## config.mk

```make
export PLATFORM = sky130hd
export DESIGN_NAME = sub4_serial
export DESIGN_NICKNAME = d
export VERILOG_FILES = /design/src/rtl/sub4_serial.sv
export SDC_FILE = /design/constraint.sdc
export NUM_CORES = 1
export LEC_CHECK = 0
export BUFFER_PORTS_ARGS = -buffer_cell sky130_fd_sc_hd__buf_2
export CORE_MARGIN = 5
export CORE_UTILIZATION = 53
export CTS_CLUSTER_DIAMETER = 40
export CTS_CLUSTER_SIZE = 24
export DETAILED_ROUTE_END_ITERATION = 10
export PLACE_DENSITY = 0.76
export SYNTH_ARGS = -nofsm -noshare
export SYNTH_HDL_FRONTEND = slang
export SYNTH_SLANG_ARGS = --single-unit
```

## constraint.sdc

```tcl
create_clock -name clk -period 1.6 [get_ports clk]
set_input_delay 0.32 -clock clk [delete_from_list [all_inputs] [get_ports clk]]
set_output_delay 0.32 -clock clk [all_outputs]
set_load 0.01 [all_outputs]
```

## src/rtl/sub4_serial.sv

```systemverilog
// Bit-serial subtractor: one difference bit per clock, LSB first, result committed at the end.
// The final borrow output exists only when SUB_BORROW_OUT_EN is defined.
module sub4_serial #(
    parameter int WIDTH = 4
) (
    input  logic             clk,
    input  logic             rst_n,
    input  logic             start,
    input  logic [WIDTH-1:0] a,
    input  logic [WIDTH-1:0] b,
    output logic             busy,
    output logic             done,
    output logic [WIDTH-1:0] d
`ifdef SUB_BORROW_OUT_EN
    ,
    output logic             borrow
`endif
);

    localparam int IDX_W = $clog2(WIDTH);
    localparam logic [IDX_W-1:0] LAST_IDX = IDX_W'(WIDTH - 1);

    typedef enum logic [1:0] {
        IDLE = 2'd0,
        RUN  = 2'd1,
        DONE = 2'd2
    } state_t;

    state_t           state;
    logic [WIDTH-1:0] a_sh;
    logic [WIDTH-1:0] b_sh;
    logic [WIDTH-1:0] diff_sh;
    logic [IDX_W-1:0] idx;
    logic             br;
    logic             di;
    logic             br_next;

    // Operands shift right so the bit being processed is always at position 0.
    always_comb begin
        di      = a_sh[0] ^ b_sh[0] ^ br;
        br_next = (~a_sh[0] & b_sh[0]) | (~(a_sh[0] ^ b_sh[0]) & br);
    end

    always_ff @(posedge clk or negedge rst_n) begin
        if (!rst_n) begin
            state   <= IDLE;
            a_sh    <= '0;
            b_sh    <= '0;
            diff_sh <= '0;
            idx     <= '0;
            br      <= 1'b0;
            busy    <= 1'b0;
            done    <= 1'b0;
            d       <= '0;
`ifdef SUB_BORROW_OUT_EN
            borrow  <= 1'b0;
`endif
        end else begin
            case (state)
                IDLE: begin
                    done <= 1'b0;
                    if (start) begin
                        a_sh  <= a;
                        b_sh  <= b;
                        idx   <= '0;
                        br    <= 1'b0;
                        busy  <= 1'b1;
                        state <= RUN;
                    end
                end
                RUN: begin
                    a_sh    <= a_sh >> 1;
                    b_sh    <= b_sh >> 1;
                    diff_sh <= {di, diff_sh[WIDTH-1:1]};
                    br      <= br_next;
                    idx     <= idx + 1'b1;
                    // Last bit: the full difference is known, publish it in one step.
                    if (idx == LAST_IDX) begin
                        d     <= {di, diff_sh[WIDTH-1:1]};
`ifdef SUB_BORROW_OUT_EN
                        borrow <= br_next;
`endif
                        idx   <= '0;
                        busy  <= 1'b0;
                        done  <= 1'b1;
                        state <= DONE;
                    end
                end
                DONE: begin
                    done  <= 1'b0;
                    state <= IDLE;
                end
                default: begin
                    busy  <= 1'b0;
                    done  <= 1'b0;
                    state <= IDLE;
                end
            endcase
        end
    end

endmodule

```

==> run_results.csv, run 1 <==
group,metric,value,unit
global_route,grt_util_met3,0.0427,
route,drtIter0Drc,7,
die,rows,15,
critical_path,timing.rr.start,"idx[0]",
final_layout,final_area,0.00112,mm^2
cts,cts.sinks,22,
logic_synthesis,synth.area.top_cells,"dfrtp_1 (58%), o22ai_1 (7.8%), a21oi_1 (3.7%)",
critical_path,setup.worst_path.class,"register to register",
critical_path,cp-start-kind,"register",
critical_path,reg2reg_depth,3,
final_layout,fillerInstances,149,
place,placed_area,0.00106,mm^2
global_route,grt_pass1_vias,720,
cts,path_clk_slew,0.13,ns
pwr,power.share.sequential,0.449,
min_path,worst_hold_path.endpoint,"b_sh[3]",
sta,tns,0,ns
pwr,power_frac_comb,0.363,
logic_synthesis,synth_edf_count,0,
place,place_congestion,0.784,
sta,fin_skew,0.00431,ns
place,port_buffers,16,
route,wire_per_inst,13.3,um
sta,fmax,773,MHz
die,initial_utilization,0.554,
logic_synthesis,synth_seq_area_share,0.575,
logic_synthesis,yosysTopAreaCell,"dfrtp_1",
die,ioPinCount,17,
cts,cts_max_path_buffers,2,
cts,cts_tree,"done",
logic_synthesis,synthesis.nets,98,
critical_path,reg2reg_slack,0.31,ns
logic_synthesis,synth_cell_types,22,
route,drtAntennaViolNets,0,
route,wirelength,1710,um
critical_path,max_stage_delay,0.43,ns
sta,finalCritPeriodShare,0.809,
final_layout,drive_above_1_share,0.260,
pwr,power_leakage,0.549,nW
logic_synthesis,syn-mean-instance-area,11.3,um^2
flow_run,maxCapViolCount,0,
global_route,antenna_found_initial,0,
critical_path,path_max_fanout,6,
sta,hold_viol_final,0,
global_route,use_met2,0.227,
critical_path,endpoint_kind,"register",
min_path,hold_path_startpoint,"b[3]",
critical_path,crit_start,"idx[0]",
global_route,grt_pass1_wl,3120,um
final_layout,seq_area,551,um^2
cts,cts-buffers-inserted,3,
sta,setup_viol,0,
sta,worst_pin_slew,0.474,ns
cts,htree_num_levels,1,
min_path,min_path_cells,3,
die,dieArea,0.00276,mm^2
cts,cts_setup_buffers,0,
cts,hold_buffers,1,
global_route,grt_usage,0.152,
cts,ctsResizeCount,0,
pwr,power_density,2000,mW/mm^2
route,drt-vias-per-instance,5.36,
logic_synthesis,netlist_instances,85,
final_layout,fin_util,0.648,
logic_synthesis,synth-seq-cells,22,
route,vias,691,
pwr,fin_total_pwr,2.24,mW
cts,clk_latency,0.30,ns
sta,min_period,1.29,ns
final_layout,diodes,0,
critical_path,required,1.80,ns
final_layout,fin_nets,118,
critical_path,r2r-end,"d[0]",
global_route,grt-ovfl-total,0,
route,drt_pre_antenna_iters,3,
logic_synthesis,ys_async_sr_fraction,1.00,
global_route,grt_max_degree,23,
min_path,min_path_type,"input pin to register",
status,status,"completed",
pwr,switching_power,0.791,mW
cts,root_buffer,"clkbuf_4",
pwr,ir_drop,1.01,mV
logic_synthesis,yosys_most_used_dff,"dfrtp_1",
final_layout,multi_input_comb_area,372,um^2
pwr,p_sw_frac,0.353,
critical_path,path_cells,"ha_1, nand3b_4, mux2_1",
critical_path,cp_slowest_cell,"dfrtp_1",
logic_synthesis,synth_area,957,um^2
die,die_y,52.5,um
sta,rsz0062_at_grt,"no",
critical_path,cp.arrival,1.50,ns
sta,slew_violations,0,
die,core_area,0.00173,mm^2
final_layout,syn_to_final_growth,16.9,%
pwr,p_int,1.45,mW
global_route,use_met1,0.212,
global_route,busiest_layer,"met2",
logic_synthesis,synth_top_area_frac,0.575,
route,drc,0,
place,place_hpwl,1190,um
logic_synthesis,synth_warnings,0,
pwr,pwr-share-clk,0.188,
sta,slew_headroom,0.684,
die,die_width,52.5,um
[state kept, by name (all words and copies together) (netlist names)]
signal / flops
a_sh: 4
b_sh: 4
d: 4
diff_sh: 3
idx: 2
state: 2
br: 1
busy: 1
done: 1
[critical path, delay by kind of cell, from the launching register on]
kind	cells	cell delay [ns]
flip-flops	1	0.43
multiplexers	1	0.32
adder cells (fa/ha/maj)	1	0.30
AND/OR/NAND/NOR	1	0.14
[logic make-up after synthesis]
kind of cell | synth area share
DFF | 0.575
muxes | 0.0588
AOI/OAI and AO/OA | 0.178
and+or+nand+nor | 0.118
buffers and inverters | 0.0366
adders and majority gates | 0.0340
[placed cells by master, fill, tap and decap left out, drive strengths merged, types with 3 or more instances in the layout]
| master | netlist | layout |
|---|---|---|
| dfrtp | 22 | 22 |
| buf | 3 | 17 |
| o22ai | 12 | 12 |
| a21oi | 7 | 7 |
| nand2 | 7 | 7 |
| o21ai | 7 | 7 |
| nor2 | 6 | 6 |
| mux2 | 5 | 5 |
| inv | 4 | 4 |
| clkbuf | 0 | 3 |
[cell type report]
cell class | instances | area share
inverter | 4 | 0.0134
multi-input combinational | 56 | 0.332
sequential | 22 | 0.492
tap | 25 | 0.0280
clock inverter | 1 | 0.0268
timing repair buffer | 18 | 0.0872
clock buffer | 3 | 0.0201
[how the worst max path moves through the flow]
stage,endpoint,slack (ns)
after detailed placement,d[0],0.32
after floorplan,d[0],0.39
final,d[0],0.31
after global routing,d[2],0.24
after global placement,d[0],0.35
after CTS,d[0],0.30
[cell usage after synthesis, types with 2 or more instances]
cell type and count:
a21oi_1 7, a22o_1 2, buf_4 2, dfrtp_1 22, inv_1 3, mux2_1 3, mux2_2 2, nand2_1 7
nor2_1 6, nor2b_1 2, o21ai_0 7, o22ai_1 12
[power by group through the flow]
stage,sequential (mW),combinational [mW],clock [mW]
5_1_grt,1.04,0.932,0.460
4_1_cts,1.00,0.825,0.430
3_3_place_gp,1.01,0.793,0
2_1_floorplan,1.00,0.606,0
6_report,1.01,0.812,0.422
3_5_place_dp,1.02,0.814,0
[routing by layer]
metal / part of all wire / routed length [um]
met4: 0.0088 / 15
met5: 0 / 0
met3: 0.037 / 64
met1: 0.52 / 885
met2: 0.44 / 748
[through the flow]
step           hold WS, ns  setup WS [ns]  instances
2_1_floorplan       0.0244          0.385         85
3_3_place_gp         0.302          0.355        124
3_5_place_dp         0.308          0.315        124
4_1_cts              0.238          0.299        129
5_1_grt              0.237          0.243        129
6_report             0.244          0.306        129
Power figures use the tool's default switching activity.
==> inputs of run 2 (changes only) <==
CORE_UTILIZATION = 47   (was 53)
PLACE_DENSITY = 0.72   (was 0.76)
clock period = 1 ns   (was 1.6 ns; I/O delays follow)
==> run 2 against run 1 <==
  * Non-clock buffer count increased by 20
  * Critical endpoint is now br
  * Combinational power grew to 3.3 times the previous value
  * Via count rose by 17%
  * The flow now finishes with violations (negative setup slack)
  * First-iteration DRC count increased by 140%
  * Largest cell class unchanged
  * Setup slack lost 0.49 ns
  * Worst hold slack worse by 0.13 ns
  * Clock power increased by 14%
  * Maximum frequency rose by 9.4%
==> run_results.csv, run 2 (synthesis gave the netlist of run 1 again) <==
group,metric,value,unit
global_route,grt-ovfl-total,0,
global_route,antenna_found_initial,0,
sta,fmax,845,MHz
critical_path,setup.worst_path.class,"register to register",
die,ioPinCount,17,
status,status,"complete, but fails checks",
final_layout,syn_to_final_growth,53.3,%
cts,clk_latency,0.31,ns
sta,tns,-1.87,ns
global_route,use_met1,0.216,
die,initial_utilization,0.493,
sta,fin_skew,0.00480,ns
final_layout,fin_nets,138,
pwr,power_density,3330,mW/mm^2
final_layout,fillerInstances,129,
die,die_width,55.1,um
cts,cts_tree,"done",
final_layout,layout_common_cells,"dfrtp_1 (20), buf_2 (14), buf_4 (14)",
die,core_area,0.00194,mm^2
global_route,grt_pass1_wl,3800,um
global_route,grt_pass1_vias,807,
sta,setup_viol,23,
sta,min_period,1.18,ns
status,violations,"negative setup slack",
sta,slew_headroom,0.674,
route,vias,811,
global_route,grt_max_degree,23,
die,die_y,55.1,um
place,place_congestion,0.711,
sta,timing.final.ws_setup,-0.183,ns
critical_path,endpoint_kind,"register",
global_route,grt_usage,0.183,
final_layout,final_cells,151,
sta,slew_violations,0,
final_layout,drive_above_1_share,0.581,
place,dp_slack,-0.153,ns
global_route,grt_util_met3,0.0590,
final_layout,final_area,0.00147,mm^2
min_path,min_path_type,"input pin to register",
route,drtIter0Drc,17,
critical_path,cp.arrival,1.39,ns
flow_run,maxCapViolCount,0,
route,drc,0,
route,wire_per_inst,15.5,um
final_layout,seq_area,553,um^2
route,wirelength,2330,um
sta,holdWs,0.110,ns
place,placedCellCount,138,
place,placed_area,0.00119,mm^2
critical_path,path_max_fanout,2,
route,drtAntennaViolNets,0,
cts,root_buffer,"clkbuf_4",
sta,rsz0062_at_grt,"yes",
global_route,use_met2,0.303,
final_layout,reg_top3,"a_sh x4, b_sh x4, d x4",
die,dieArea,0.00304,mm^2
pwr,power_leakage,0.694,nW
final_layout,final_common_cell,"dfrtp_1",
sta,hold_viol_final,0,
final_layout,multi_input_comb_area,534,um^2
place,port_buffers,16,
critical_path,required,1.21,ns
cts,htree_num_levels,1,
die,rows,16,
route,drt-vias-per-instance,5.37,
global_route,busiest_layer,"met2",
cts,cts-buffers-inserted,3,
cts,cts.sinks,22,
cts,path_clk_slew,0.12,ns
cts,cts_max_path_buffers,2,
final_layout,diodes,0,
sta,finalCritPeriodShare,1.18,
pwr,ir_drop,2.03,mV
place,place_hpwl,1420,um
sta,worst_pin_slew,0.490,ns
critical_path,cp-start-kind,"register",
route,drt_pre_antenna_iters,4,
run 2: cell types whose count changed in the layout (fill, tap and decap cells not counted), moves of 5 or more:
cell	previous run	this run
mux2_4	0	5
o21ai_0	7	0
o21ai_1	0	5
buf_6	0	8
buf_4	1	14
o22ai_1	12	6
run 2: per-stage QoR:
step | util | power, mW
detailed placement | 0.613 | 3.46
finish | 0.756 | 4.89
global route | 0.756 | 5.25
floorplan | - | 2.73
CTS | 0.682 | 4.29
global placement | 0.613 | 3.36
run 2: routing by layer:
layer | vias up | share of wire | routed length (um)
met2 | 13 | 0.51 | 1200
met5 | - | 0 | 0
li1 | 388 | - | -
met4 | 0 | 0.015 | 34
met3 | 5 | 0.034 | 80
met1 | 405 | 0.44 | 1020
run 2: layout make-up:
cell class,instances,share of cell area
Clock buffer,4,0.0247
Inverter,4,0.0102
Multi-Input combinational cell,56,0.364
Sequential cell,22,0.377
Tap cell,27,0.0230
Timing Repair Buffer,38,0.201
run 2: repair_timing:
item                       in CTS  in global routing
buffers inserted                2                  6
pin swaps                      10                  6
hold buffers                    1                  0
setup endpoints to repair      26                 28
gates resized for setup        20                 25
hold endpoints to repair       22                  0
run 2: report_power, final:
group	switching [mW]	total [mW]	internal, mW
Clock	0.259	0.482	0.223
Combinational	1.14	2.68	1.53
Sequential	0.424	1.73	1.30
Total	1.83	4.89	3.06
run 2: worst paths after layout:
check	startpoint	end	slack, ns	cells after the start
max	br	br	-0.18	2
min	a[3]	a_sh[3]	0.11	3
max reg2reg	br	br	-0.18	2
min reg2reg	busy	busy	0.51	2
max in group asynchronous	rst_n	state[1]	0.27	2
min in group asynchronous	rst_n	br	0.37	2
run 2: worst max-delay path, cell delays in order (launching register included):
cell	delay, ns
dfrtp_1	0.42
fa_1	0.43
a22o_1	0.23
